[src/rtl/mux_tree_pipe.sv]
// mux_tree_pipe: pipelined N-to-1 multiplexer for W-bit channels, built as a
// tree of registered 4:1 nodes, with a valid bit and channel tag carried
// alongside the data and an auto-scan mode for time-division readout.
//
// Ports
//   clk        rising-edge clock
//   rst_n      asynchronous active-low reset
//   in_data    N*W packed channels; channel c at [c*W +: W]
//   in_valid   current in_data/sel sample is valid
//   sel        direct channel select (mode = 0)
//   mode       0 = direct select, 1 = auto-scan through 0..N-1
//   out_data   selected channel, L cycles after the sample
//   out_valid  out_data/out_ch valid
//   out_ch     channel index delivered on out_data

// One registered 4:1 node of the tree.
module mux4_node #(
  parameter int W = 8
) (
  input  logic              clk,
  input  logic              rst_n,
  input  logic [3:0][W-1:0] i_d,
  input  logic [1:0]        i_s,
  output logic [W-1:0]      o_q
);
  logic [W-1:0] r_q;

  always_ff @(posedge clk or negedge rst_n) begin
    if (!rst_n) r_q <= '0;
    else        r_q <= i_d[i_s];
  end

  assign o_q = r_q;
endmodule

module mux_tree_pipe #(
  parameter int W  = 8,
  parameter int N  = 16,
  parameter int SW = $clog2(N)
) (
  input  logic           clk,
  input  logic           rst_n,
  input  logic [N*W-1:0] in_data,
  input  logic           in_valid,
  input  logic [SW-1:0]  sel,
  input  logic           mode,
  output logic [W-1:0]   out_data,
  output logic           out_valid,
  output logic [SW-1:0]  out_ch
);
  // Tree depth L = ceil(log4 N) for N in 2..256.
  localparam int L  = (N <= 4) ? 1 : (N <= 16) ? 2 : (N <= 64) ? 3 : 4;
  localparam int SL = 2 * L;          // select width padded to 2 bits per stage
  localparam int NP = 4 ** L;         // padded leaf count
  localparam logic [SW-1:0] LAST = SW'(N - 1);

  // Scan counter: wraps at N-1, holds on bubbles, parked at 0 outside scan
  // mode so every entry into scan mode starts at channel 0.
  logic [SW-1:0] r_scan_ch;

  always_ff @(posedge clk or negedge rst_n) begin
    if (!rst_n)        r_scan_ch <= '0;
    else if (!mode)    r_scan_ch <= '0;
    else if (in_valid) r_scan_ch <= (r_scan_ch == LAST) ? '0 : r_scan_ch + 1'b1;
  end

  logic [SW-1:0] w_eff;
  logic [SL-1:0] w_eff_pad;
  assign w_eff     = mode ? r_scan_ch : sel;
  assign w_eff_pad = SL'(w_eff);

  // Leaves padded to 4^L with zeros. Since 2^SW <= 4^L, any select >= N
  // lands on a zero leaf, which yields out_data = 0 for out-of-range
  // channels without extra logic.
  logic [NP-1:0][W-1:0] w_pad;

  always_comb begin
    w_pad = '0;
    for (int c = 0; c < N; c++) w_pad[c] = in_data[c*W +: W];
  end

  // Select/tag and valid travel with the data; stage k reads its select
  // bits from the copy registered with stage k-1's data.
  logic [L-1:0][SL-1:0] r_sel;
  logic [L:1]           r_vld_pipe;

  always_ff @(posedge clk or negedge rst_n) begin
    if (!rst_n) begin
      r_sel      <= '0;
      r_vld_pipe <= '0;
    end else begin
      r_sel[0]      <= w_eff_pad;
      r_vld_pipe[1] <= in_valid;
      for (int k = 1; k < L; k++) begin
        r_sel[k]        <= r_sel[k-1];
        r_vld_pipe[k+1] <= r_vld_pipe[k];
      end
    end
  end

  for (genvar k = 0; k < L; k++) begin : g_stg
    localparam int NN = 4 ** (L - 1 - k);
    logic [4*NN-1:0][W-1:0] w_d;
    logic [NN-1:0][W-1:0]   w_q;
    logic [1:0]             w_s;

    if (k == 0) begin : g_leaf
      assign w_d = w_pad;
      assign w_s = w_eff_pad[1:0];
    end else begin : g_inner
      assign w_d = g_stg[k-1].w_q;
      assign w_s = r_sel[k-1][2*k+1:2*k];
    end

    for (genvar n = 0; n < NN; n++) begin : g_node
      mux4_node #(.W(W)) u_node (
        .clk   (clk),
        .rst_n (rst_n),
        .i_d   (w_d[4*n+3 -: 4]),
        .i_s   (w_s),
        .o_q   (w_q[n])
      );
    end
  end

  assign out_data  = g_stg[L-1].w_q[0];
  assign out_valid = r_vld_pipe[L];
  assign out_ch    = r_sel[L-1][SW-1:0];

  // Padding bits above SW in the final tag copy are never delivered.
  logic w_unused_tag;
  assign w_unused_tag = ^r_sel[L-1];
endmodule

[config.mk]
export PLATFORM = sky130hd
export DESIGN_NAME = mux_tree_pipe
export DESIGN_NICKNAME = d
export VERILOG_FILES = /design/src/rtl/mux_tree_pipe.sv
export SDC_FILE = /design/constraint.sdc
export NUM_CORES = 1
export LEC_CHECK = 0
export ABC_AREA = 1
export BUFFER_PORTS_ARGS = -buffer_cell sky130_fd_sc_hd__clkbuf_2
export CAP_MARGIN = 10
export CORE_MARGIN = 8
export CORE_UTILIZATION = 35
export DETAILED_ROUTE_END_ITERATION = 10
export PLACE_DENSITY_LB_ADDON = 0.15
export SYNTH_ARGS = -nofsm -noshare
export SYNTH_HDL_FRONTEND = slang
export SYNTH_HIERARCHICAL = 1
export SYNTH_SLANG_ARGS = --single-unit
export TNS_END_PERCENT = 1
[constraint.sdc]
create_clock -name clk -period 1.4 [get_ports clk]
set_input_delay 0.07 -clock clk [delete_from_list [all_inputs] [get_ports clk]]
set_output_delay 0.07 -clock clk [all_outputs]
set_load 0.05 [all_outputs]
After elaboration in Yosys (flattened, before gate mapping)
Cells that the tools add are included.

storage, ports and cells
  output and inout bits = 13
  logic and storage cells = 28
  input bits = 136
  register bits after elaboration = 54

operators by class
  $add $sub $neg = 1
  equal/unequal tests = 2
  mux-type cells = 14
  magnitude comparators = 2

operators by type and width
  operator                                                     count
  binary-select mux 8 bit (select 2 bit)                       5
  2-to-1 mux 8 bit                                             5
  2-to-1 mux 4 bit                                             4
  less-than comparator 2 x 3 -> 1 bit (second input constant)  2
  adder 4 x 1 -> 4 bit (second input constant)                 1
  == test 4 bit (second input constant)                        1
  inequality test 2 bit (second input constant)                1

Logic depth before layout (Yosys ltp)
  word-level depth = 4
  depth in mapped cells = 9
  gate-level depth less buffers = 7

Hierarchy
Netlist, hierarchy kept.

by module, submodules not included
  module         seq. area each (um2)  instances  cells each  area an instance (um2)
  mux4_node      200.2                 5          102         595.6
  mux_tree_pipe  350.3                 1          54          541.8

Least setup slack after synthesis
OpenSTA, ideal clock, no wires.

  path type = reg2reg
  from = register r_scan_ch[0]
  to = register g_stg[0].g_node[0].u_node.r_q[5]
  clock period less this slack = 1362 ps
  data arrival time = 1244 ps
  cell stages (with the launch flop) = 8
  setup time = 118 ps
  slack = 38 ps
  path buffers = 2
  cells stage by stage = dfrtp_1 -> nor2_2 -> nor2_1 -> buf_6 -> buf_4 -> nand2_1 -> nand3_1 -> nand2_1

between the ends
  word-level cells in the longest chain between the ends = 3

ends and longest elaborated chain
  item                                    line  RTL
  from (decl)                             59    logic [SW-1:0] r_scan_ch;
  from (signal assigned)                  64    else if (in_valid) r_scan_ch <= (r_scan_ch == LAST) ? '0 : r_scan_ch + 1'b1;
  2-to-1 mux 4 bit                        69    assign w_eff = mode ? r_scan_ch : sel;
  net w_eff[0]                            67    logic [SW-1:0] w_eff;
  binary-select mux 8 bit (select 2 bit)  30    else r_q <= i_d[i_s];
  2-to-1 mux 8 bit (implied by the code)  30
  to (signal assigned)                    30
  to (decl)                               26    logic [W-1:0] r_q;

The timed path passes the listed nets, and every way through them passes these cells. The select of a mux whose other input is x is not followed.
A chain may end at the register's enable or synchronous reset.

Worst setup path after layout
  from = register r_scan_ch[1]
  to = register g_stg[0].g_node[0].u_node.r_q[4]

The elaborated chain is that of the path after synthesis.

==> summary.txt <==
Final net count - 841
Total CTS buffers - 5
Hold endpoint - g_stg[0].g_node[0].u_node/o_q[5]
Antenna-violating nets left - 0
H-tree depth - 2
Total grt overflow - 0
Critical path class - reg2reg
Critical Path Sink Type - flip-flop
Required @ worst endpoint - 1.60 ns
Post-synthesis cell type count - 17
DR DRC count - 0
Post-Syn Area - 0.00352 mm2
VDD IR max - 0.000419 V
# rows - 36
Status - complete, no violations
Port-buffer cells - 148
Worst relative slew slack - 79.1%
WP data arrival - 1.50 ns
CTS tree - yes
Syn nets - 701
WL per Instance - 11.1 um
Number of global-route vias before repair - 3859
Critical path's slowest cell - dfrtp_1
Max Cap Violations - 0
Antenna violations before repair - 0
Hold depth - 5
Util after Layout - 45.8%
Tot GR Track Use - 13.6%
Delay of the slowest critical-path stage - 0.42 ns
Starting DRT DRC Count - 134
Synthesized flop and latch total - 54
Leading cell type in the layout, fill and taps excluded - nand2_1
Leakage - 3.02 nW
Post-synthesis sequential area ratio - 38.4%
# diodes - 0
Post-layout min period - 1.31 ns
IO Pins - 149
Hold wc startpoint - in_data[5]
Most frequent cells in the layout - nand2_1, inv_1, clkbuf_2, nand3_1, dfrtp_1
Initial core utilization - 36.0%
Die X - 116 um
Core area - 0.00977 mm2
Mapped Cells - 564
Worst Skew - 0.00588 ns
Fin. Hold Viols - 0
PD cells - 873 mW/mm2
Worst R2R End - g_stg[0].g_node[0].u_node/o_q[4]
First-pass GRT wire length - 15.3 mm
Slew Limit Fails - 0
Clock tree sinks - 54
Setup tns final - 0 ns
Setup Buffers After CTS - 0
Final wirelength - 9.34 mm
Syn Area/Cell - 6.24 um2
# setup viols final - 0
Hpwl dp - 7.68 mm
Vias per cell - 4.32
Slew @ Worst Pin - 0.315 ns
Flop2flop setup slack - 0.09 ns
Clk slew on worst S/H paths - 0.09 ns
Hold Path Class - in2reg
CP bufs+invs - 2
Largest net degree at the start of global routing - 55
Die Y - 116 um
Post-route cell area - 0.00448 mm2
Startpoint class of the critical path - flip-flop
P&R area growth vs syn - 27.2%
Max frequency - 766 MHz
Tcrit/Tclk final - 93.2%
Pre-antenna DRT Iters - 4
CP delay by family, top - flip-flops
Post-DP Area - 0.00433 mm2
CP Max Fanout - 36
Min Hold Slack - 0.0480 ns
GPL Wtd Cong - 0.789
Clock Path Buffers - 2
Root Buffer - clkbuf_8
Clock Latency Late Sink - 0.30 ns
Share of layout cells above drive strength 1 - 24.1%
Synth warn - 6
RR Startpoint - r_scan_ch[1]
DIE AREA - 0.0135 mm2
Crit path cell chain - nand2_1 -> nand2_1 -> buf_12 -> inv_1 -> nand3_1 -> nand2_1
RSZ-0062 raised after global routing - yes
Routed vias - 3622
Worst reg-to-reg path cell count - 6
CP most frequent cell - nand2_1
[stage by stage]
stage | total power (W) | cells | setup slack [ns]
after CTS | 0.00397 | 838 | 0.0489
after global placement | 0.00305 | 826 | 0.0820
after floorplan | 0.00265 | 564 | 0.0380
after detailed placement | 0.00306 | 826 | 0.0604
after global routing | 0.00419 | 838 | -0.0137
final | 0.00391 | 838 | 0.0948
[worst max path at each step]
stage	to	slack (ns)	cells past startpoint	startpoint
4_1_cts	g_stg[0].g_node[1].u_node/o_q[5]	0.05	7	r_scan_ch[0]
6_report	g_stg[0].g_node[0].u_node/o_q[4]	0.09	6	r_scan_ch[1]
2_1_floorplan	g_stg[0].g_node[0].u_node/o_q[5]	0.04	7	r_scan_ch[0]
3_3_place_gp	g_stg[0].g_node[1].u_node/o_q[5]	0.08	7	r_scan_ch[0]
5_1_grt	g_stg[0].g_node[1].u_node/o_q[5]	-0.01	6	r_scan_ch[1]
3_5_place_dp	g_stg[0].g_node[1].u_node/o_q[5]	0.06	7	r_scan_ch[0]
[sequential cells by signal (all words and copies together) (netlist names)]
signal and count:
g_stg.g_node.u_node/o_q 40, r_vld_pipe 2, r_sel 2, r_scan_ch 4
g_stg.w_s 2, out_ch 4
[worst min-delay path: stages]
cell	delay [ns]
clkbuf_2	0.07
inv_1	0.03
nand2_1	0.04
nand3_1	0.05
nand2_1	0.05
[cells in the mapped netlist]
library cell	n	area share, %
inv_4	5	0.89
a21oi_1	1	0.14
buf_2	5	0.71
inv_1	168	18
nor2_1	3	0.32
dfrtp_1	54	38
nand2_1	216	23
inv_2	1	0.11
nor3_1	1	0.14
nor2_2	2	0.36
nand3_1	84	12
nand4_1	1	0.18
buf_6	10	3.2
clkinv_1	1	0.11
ha_1	1	0.36
buf_4	9	1.9
o21ai_0	2	0.28
[kinds of logic after synthesis]
| family | after synthesis | share of synthesized area (%) |
|---|---|---|
| simple gates | 307 | 36.0 |
| buf+inv | 199 | 24.8 |
| compound gates | 3 | 0.426 |
| fa+ha+maj | 1 | 0.355 |
| flops | 54 | 38.4 |
[routing by layer]
metal	GRT usage (%)	up-vias	wire length (um)
met5	0	-	0
met1	14.2	1691	3530
met4	2.07	0	63
met2	27.7	61	5310
li1	-	1865	-
met3	2.69	5	439
[cell type report]
type	count	area [um2]
timing repair buffer	157	881
clock buffer	7	86.3
sequential	54	1350
fill	1073	5300
inverter	175	679
multi-input combinational	311	1310
clock inverter	1	5.00
tap	133	166
[where the power goes]
part	leakage [nW]	internal, W	switching [W]
combinational	2.33	0.000447	0.000751
clock	0.0482	0.000400	0.000490
sequential	0.644	0.00175	0.0000717
[what timing repair did]
action / CTS / global route
setup endpoints to repair: 0 / 32
hold buffers: 4 / 0
gates resized for setup: 0 / 6
hold endpoints to repair: 57 / 0
Note: power is estimated with default switching activity, not from simulation.
